## src/rtl/int_ctrl_pkg.sv

```systemverilog
`default_nettype none
// ============================================================================
// Module   : int_ctrl_pkg
// Purpose  : Shared state encoding, source count, cause-code prefix and a
//            lowest-set-bit priority helper for the interrupt controller.
// Revision : 1.0 - initial release
// ============================================================================
package int_ctrl_pkg;

    localparam int       c_NUM_SRC     = 8;
    localparam int       c_IDX_W       = 3;
    localparam bit       c_CODE_PREFIX = 1'b1;

    typedef enum logic [1:0] {
        IDLE  = 2'd0,
        REQ   = 2'd1,
        SERVE = 2'd2
    } state_t;

    // Index of the lowest set bit; bit 0 has the highest priority.
    function automatic logic [c_IDX_W-1:0] lowest_idx(input logic [c_NUM_SRC-1:0] vec);
        logic [c_IDX_W-1:0] res;
        res = '0;
        for (int i = c_NUM_SRC - 1; i >= 0; i--) begin
            if (vec[i]) begin
                res = c_IDX_W'(i);
            end
        end
        return res;
    endfunction

endpackage
`default_nettype wire

```

## src/rtl/int_ctrl_irq_sync.sv

```systemverilog
`default_nettype none
// ============================================================================
// Module   : irq_sync
// Purpose  : Two-flop synchronizer for one asynchronous interrupt line plus a
//            one-cycle rising-edge pulse on the synchronized value.
// Revision : 1.0 - initial release
// ============================================================================
module irq_sync (
    input  logic CLK,
    input  logic RST_N,
    input  logic D,
    output logic PULSE
);

    logic r_sync0;
    logic r_sync1;
    logic r_prev;

    // Synchronizer chain and delayed copy used for edge detection.
    always_ff @(posedge CLK or negedge RST_N) begin
        if (!RST_N) begin
            r_sync0 <= 1'b0;
            r_sync1 <= 1'b0;
            r_prev  <= 1'b0;
        end else begin
            r_sync0 <= D;
            r_sync1 <= r_sync0;
            r_prev  <= r_sync1;
        end
    end

    assign PULSE = r_sync1 & ~r_prev;

endmodule
`default_nettype wire

```

## src/rtl/int_ctrl.sv

```systemverilog
`default_nettype none
// ============================================================================
// Module   : int_ctrl
// Purpose  : Edge-triggered, maskable, fixed-priority interrupt controller
//            offering one non-nested interrupt at a time to the trap unit.
// Revision : 1.0 - initial release
// ============================================================================
module int_ctrl
    import int_ctrl_pkg::*;
#(
    parameter int NUM_SRC = c_NUM_SRC
) (
    input  logic               CLK,
    input  logic               RST_N,
    input  logic [NUM_SRC-1:0] IRQ,
    input  logic               MEM_WAIT,
    input  logic               CFG_WE,
    input  logic [NUM_SRC-1:0] CFG_MASK,
    input  logic               TRAP_TAKEN,
    input  logic               INT_DONE,
    output logic               INT_EN,
    output logic [3:0]         INT_CODE,
    output logic [NUM_SRC-1:0] MASK_OUT,
    output logic [NUM_SRC-1:0] PENDING_OUT,
    output logic               BUSY
);

    state_t               r_state;
    state_t               w_state_nxt;
    logic [c_IDX_W-1:0]   r_idx;
    logic [c_IDX_W-1:0]   w_idx_nxt;
    logic [NUM_SRC-1:0]   r_mask;
    logic [NUM_SRC-1:0]   r_pending;
    logic [NUM_SRC-1:0]   w_edge;
    logic [NUM_SRC-1:0]   w_clr;
    logic [NUM_SRC-1:0]   w_eligible;

    generate
        for (genvar i = 0; i < NUM_SRC; i++) begin : g_sync
            irq_sync u_irq_sync (
                .CLK   (CLK),
                .RST_N (RST_N),
                .D     (IRQ[i]),
                .PULSE (w_edge[i])
            );
        end
    endgenerate

    assign w_eligible = r_pending & r_mask;

    // Mask register; writes are accepted even while the pipeline is stalled.
    always_ff @(posedge CLK or negedge RST_N) begin
        if (!RST_N) begin
            r_mask <= '0;
        end else if (CFG_WE) begin
            r_mask <= CFG_MASK;
        end
    end

    // Pending bits: a new edge wins over a same-cycle clear of that source.
    always_ff @(posedge CLK or negedge RST_N) begin
        if (!RST_N) begin
            r_pending <= '0;
        end else begin
            r_pending <= (r_pending & ~w_clr) | w_edge;
        end
    end

    // State and captured source index.
    always_ff @(posedge CLK or negedge RST_N) begin
        if (!RST_N) begin
            r_state <= IDLE;
            r_idx   <= '0;
        end else begin
            r_state <= w_state_nxt;
            r_idx   <= w_idx_nxt;
        end
    end

    // Next-state logic; a stall freezes everything including the pending clear.
    always_comb begin
        w_state_nxt = r_state;
        w_idx_nxt   = r_idx;
        w_clr       = '0;
        if (!MEM_WAIT) begin
            case (r_state)
                IDLE: begin
                    if (|w_eligible) begin
                        w_idx_nxt   = lowest_idx(w_eligible);
                        w_state_nxt = REQ;
                    end
                end
                REQ: begin
                    if (TRAP_TAKEN) begin
                        w_clr       = NUM_SRC'(1) << r_idx;
                        w_state_nxt = SERVE;
                    end else if (!r_mask[r_idx]) begin
                        w_state_nxt = IDLE;
                    end
                end
                SERVE: begin
                    if (INT_DONE) begin
                        w_state_nxt = IDLE;
                    end
                end
                default: begin
                    w_state_nxt = IDLE;
                end
            endcase
        end
    end

    assign INT_EN      = (r_state == REQ);
    assign BUSY        = (r_state == SERVE);
    assign INT_CODE    = (r_state == IDLE) ? 4'h0 : {c_CODE_PREFIX, r_idx};
    assign MASK_OUT    = r_mask;
    assign PENDING_OUT = r_pending;

endmodule
`default_nettype wire

```

## config.mk

```make
export PLATFORM = sky130hd
export DESIGN_NAME = int_ctrl
export DESIGN_NICKNAME = d
export VERILOG_FILES = /design/src/rtl/int_ctrl_pkg.sv /design/src/rtl/int_ctrl_irq_sync.sv /design/src/rtl/int_ctrl.sv
export SDC_FILE = /design/constraint.sdc
export NUM_CORES = 1
export LEC_CHECK = 0
export CAP_MARGIN = 20
export CORE_MARGIN = 1
export CORE_UTILIZATION = 30
export DETAILED_ROUTE_END_ITERATION = 8
export PLACE_DENSITY_LB_ADDON = 0.3
export SYNTH_ARGS = -nofsm -noshare
export SYNTH_HDL_FRONTEND = slang
export SYNTH_SLANG_ARGS = --single-unit
```

## constraint.sdc

```tcl
create_clock -name CLK -period 1.7 [get_ports CLK]
set_input_delay 0.17 -clock CLK [delete_from_list [all_inputs] [get_ports CLK]]
set_output_delay 0.17 -clock CLK [all_outputs]
set_load 0.03 [all_outputs]
```

==> run metrics <==
worst-path cell with the longest stage delay=clkdlybuf4s50_1; Finish-stage setup viols=0; clock skew=0.00351 ns; kind of cell with the highest combined delay on the critical path=buffers and inverters; part of the Yosys area used for sequential elements=66.1%; FP Rows=27; Post-Syn Instances=123; # Post-CTS Setup Buffers=0; Netlist cell types=31; WHS=0.285 ns; WP buf/inv=1; clk sinks=45; Tcrit/Tclk final=96.1%; Post-Syn Nets=145; H-tree depth=2; Post-Synth XOR/XNOR Area=0%; largest area contributor in the netlist=dfrtp_1; R2R Path End=r_idx[1]; Core Area=5510 sq um; Root Buffer=clkbuf_8; GPL Wtd Cong=0.774; FF+latch count, synth=45; commonest non-fill, non-tap cell in the layout=dfrtp_1; DR WL/cell=13.3 um; CP endpoint kind=output port; r2r worst-path depth=3; worst-path fanout max=5; syn_area_per_cell=13.9 sq um; fin crit period=1.63 ns; post-synthesis simple-gate area fraction=6.68%; CP Data Required Time=1.53 ns; mux share of post-synthesis cell area=10.3%; number of I/O pins=44; internal power=1.97 mW; setup_tns=0 ns; Layout Nets=197; Clk pwr share=20.6%; via count=1158; slowest stage delay, CP=0.71 ns; initial antenna violation count=0; Compound-Gate Fraction of Synth Area=13.2%; die height=77.4 um; Max VDD drop=0.481 mV; Post-Syn Area=1700 sq um; DPL Wire Length=2510 um; non-filler cells, final=248; commonest non-fill, non-tap cells in the layout=dfrtp_1 (45), clkdlybuf4s50_1 (34), o21ai_1 (14); largest net degree at the start of global routing=36; Port Buffers=43; clock transition at the registers of the reported paths=0.08 ns; DRC=0; starting density of the core=30.9%; Clk Latency, worst-skew pair=0.29 ns; cts bufs inserted=5; fraction of the mapped netlist area in adder cells=0%; total of max-cap violations=0; area fraction of the dominant cell type after synthesis=66.1%; combinational power share=35.2%; Pre-antenna DRT Iters=4; Routed Wire Length=3290 um; DIE AREA=5990 sq um; Crit Path Class=reg -> out; worst rel slew slack=73.4%; total grt overflow=0; Hold WC Path Type=in -> async; sw power=1.05 mW; PD cells=1290 nW/um^2; Antenna Nets Post-Route=0; dpl cell area=2240 sq um; critical path cell sequence=clkdlybuf4s50_1; R2R Path Start=r_state[0]; Slew @ Worst Pin=0.399 ns; outcome=finished clean; first-pass GRT wire length=5780 um; Sw Ratio=34.9%; combinational family with the most area after synthesis=compound AO/OA/AOI/OAI gates; Reg power frac=44.2%; DIE WIDTH=77.4 um; ANT cells=0; DR vias/cell=4.67; CP Launch Type=register; final instance area=2330 sq um; data arrival time of the worst path=1.46 ns; placed cell count=239; P&R area growth vs syn=36.9%; yosys warns=0; CTS tree=done; RSZ-0062 raised after global routing=false; Final Hold Viols=0; layout cells sized above 1=16.5%; Longest Clk Path Bufs=2; DRT iter0 DRCs=37; Lkg Pwr=1.01 nW; Slew Limit Fails=0; FF-to-FF setup slack=0.14 ns; vias in the first global route=1202; Highest Clock Rate=612 MHz; Global Route Usage Sum=12.5%; synth top area cells=dfrtp_1 (66%), mux2_2 (5.3%), o21ai_1 (4.1%)
power groups by stage:
| stage | logic, mW | clock network (mW) | registers, mW |
|---|---|---|---|
| 2_1_floorplan | 0.616 | 0 | 1.42 |
| 3_3_place_gp | 1.10 | 0 | 1.35 |
| 3_5_place_dp | 1.12 | 0 | 1.36 |
| 4_1_cts | 1.08 | 0.664 | 1.33 |
| 5_1_grt | 1.14 | 0.708 | 1.36 |
| 6_report | 1.06 | 0.622 | 1.33 |
worst register-to-register path, cell delays in order (launching register included):
cell,delay (ns)
dfrtp_1,0.45
or3_4,0.42
a41oi_4,0.26
mux2_4,0.33
cell families (layout without fill, tap and decap cells):
logic type / Yosys count / count (layout)
AOI/OAI and AO/OA: 31 / 31
muxes: 13 / 13
DFF: 45 / 45
buffers and inverters: 14 / 67
and+or+nand+nor: 20 / 20
final cells by class:
| type | count | area (sq um) |
|---|---|---|
| repair buffers | 48 | 475 |
| clock buffers | 5 | 68.8 |
| inverters | 11 | 41.3 |
| fillers | 503 | 3170 |
| flip-flops and latches | 45 | 1130 |
| clock inverters | 3 | 17.5 |
| well taps | 72 | 90.1 |
| multi-input cells | 64 | 514 |
synthesized netlist by cell type:
master     n
a21oi_1    2
buf_6      1
buf_4      1
mux2_2     8
nand2_1    5
inv_1     11
clkbuf_1   1
a32o_1     1
o21ai_0    1
a211oi_1   1
nand3b_1   1
o41ai_1    1
o31ai_1    2
o21ai_1   14
a221oi_1   1
mux4_2     2
mux2_4     2
or3_4      1
a41oi_4    1
a32oi_1    1
mux2i_1    1
nand2b_1   2
and4bb_4   1
nor2_1     6
and3_1     1
a222oi_1   1
dfrtp_1   45
a22oi_1    3
a22o_1     1
nor2b_1    3
a22oi_2    1
how the worst max path moves through the flow:
stage | start | cells after the start | endpoint
after floorplan | MASK_OUT[6] | 4 | r_idx[1]
after global placement | MEM_WAIT | 4 | r_idx[0]
after detailed placement | MEM_WAIT | 4 | r_idx[1]
after CTS | MASK_OUT[1] | 1 | MASK_OUT[1]
after global routing | r_state[0] | 3 | INT_CODE[2]
final | PENDING_OUT[2] | 1 | PENDING_OUT[2]
metal layers:
layer / vias up / track usage [%] / wire length (um)
li1: 539 / - / -
met1: 568 / 15.5 / 1450
met2: 44 / 19.9 / 1560
met3: 7 / 4.24 / 224
met4: 0 / 5.28 / 57
met5: - / 0 / 0
through the flow:
step	total power [mW]	utilization [%]	setup slack, ns
after global routing	3.20	42.4	0.000110
after CTS	3.08	42.3	0.0348
final	3.02	42.4	0.0657
after global placement	2.45	40.7	0.0298
after floorplan	2.04	-	0.180
after detailed placement	2.48	40.7	-0.0121
flip-flops by register name (all words and copies together) (netlist names):
register,cells
r_idx,3
g_sync.u_irq_sync.r_sync0,8
g_sync.u_irq_sync.r_sync1,8
PENDING_OUT,8
MASK_OUT,8
g_sync.u_irq_sync.r_prev,8
r_state,2
timing repair:
action	CTS	global route
hold buffers	1	0
endpoints found under the hold margin	10	0
resized for setup	6	2
setup endpoints to repair	6	2
No activity file was read; power rests on OpenSTA's default activity.
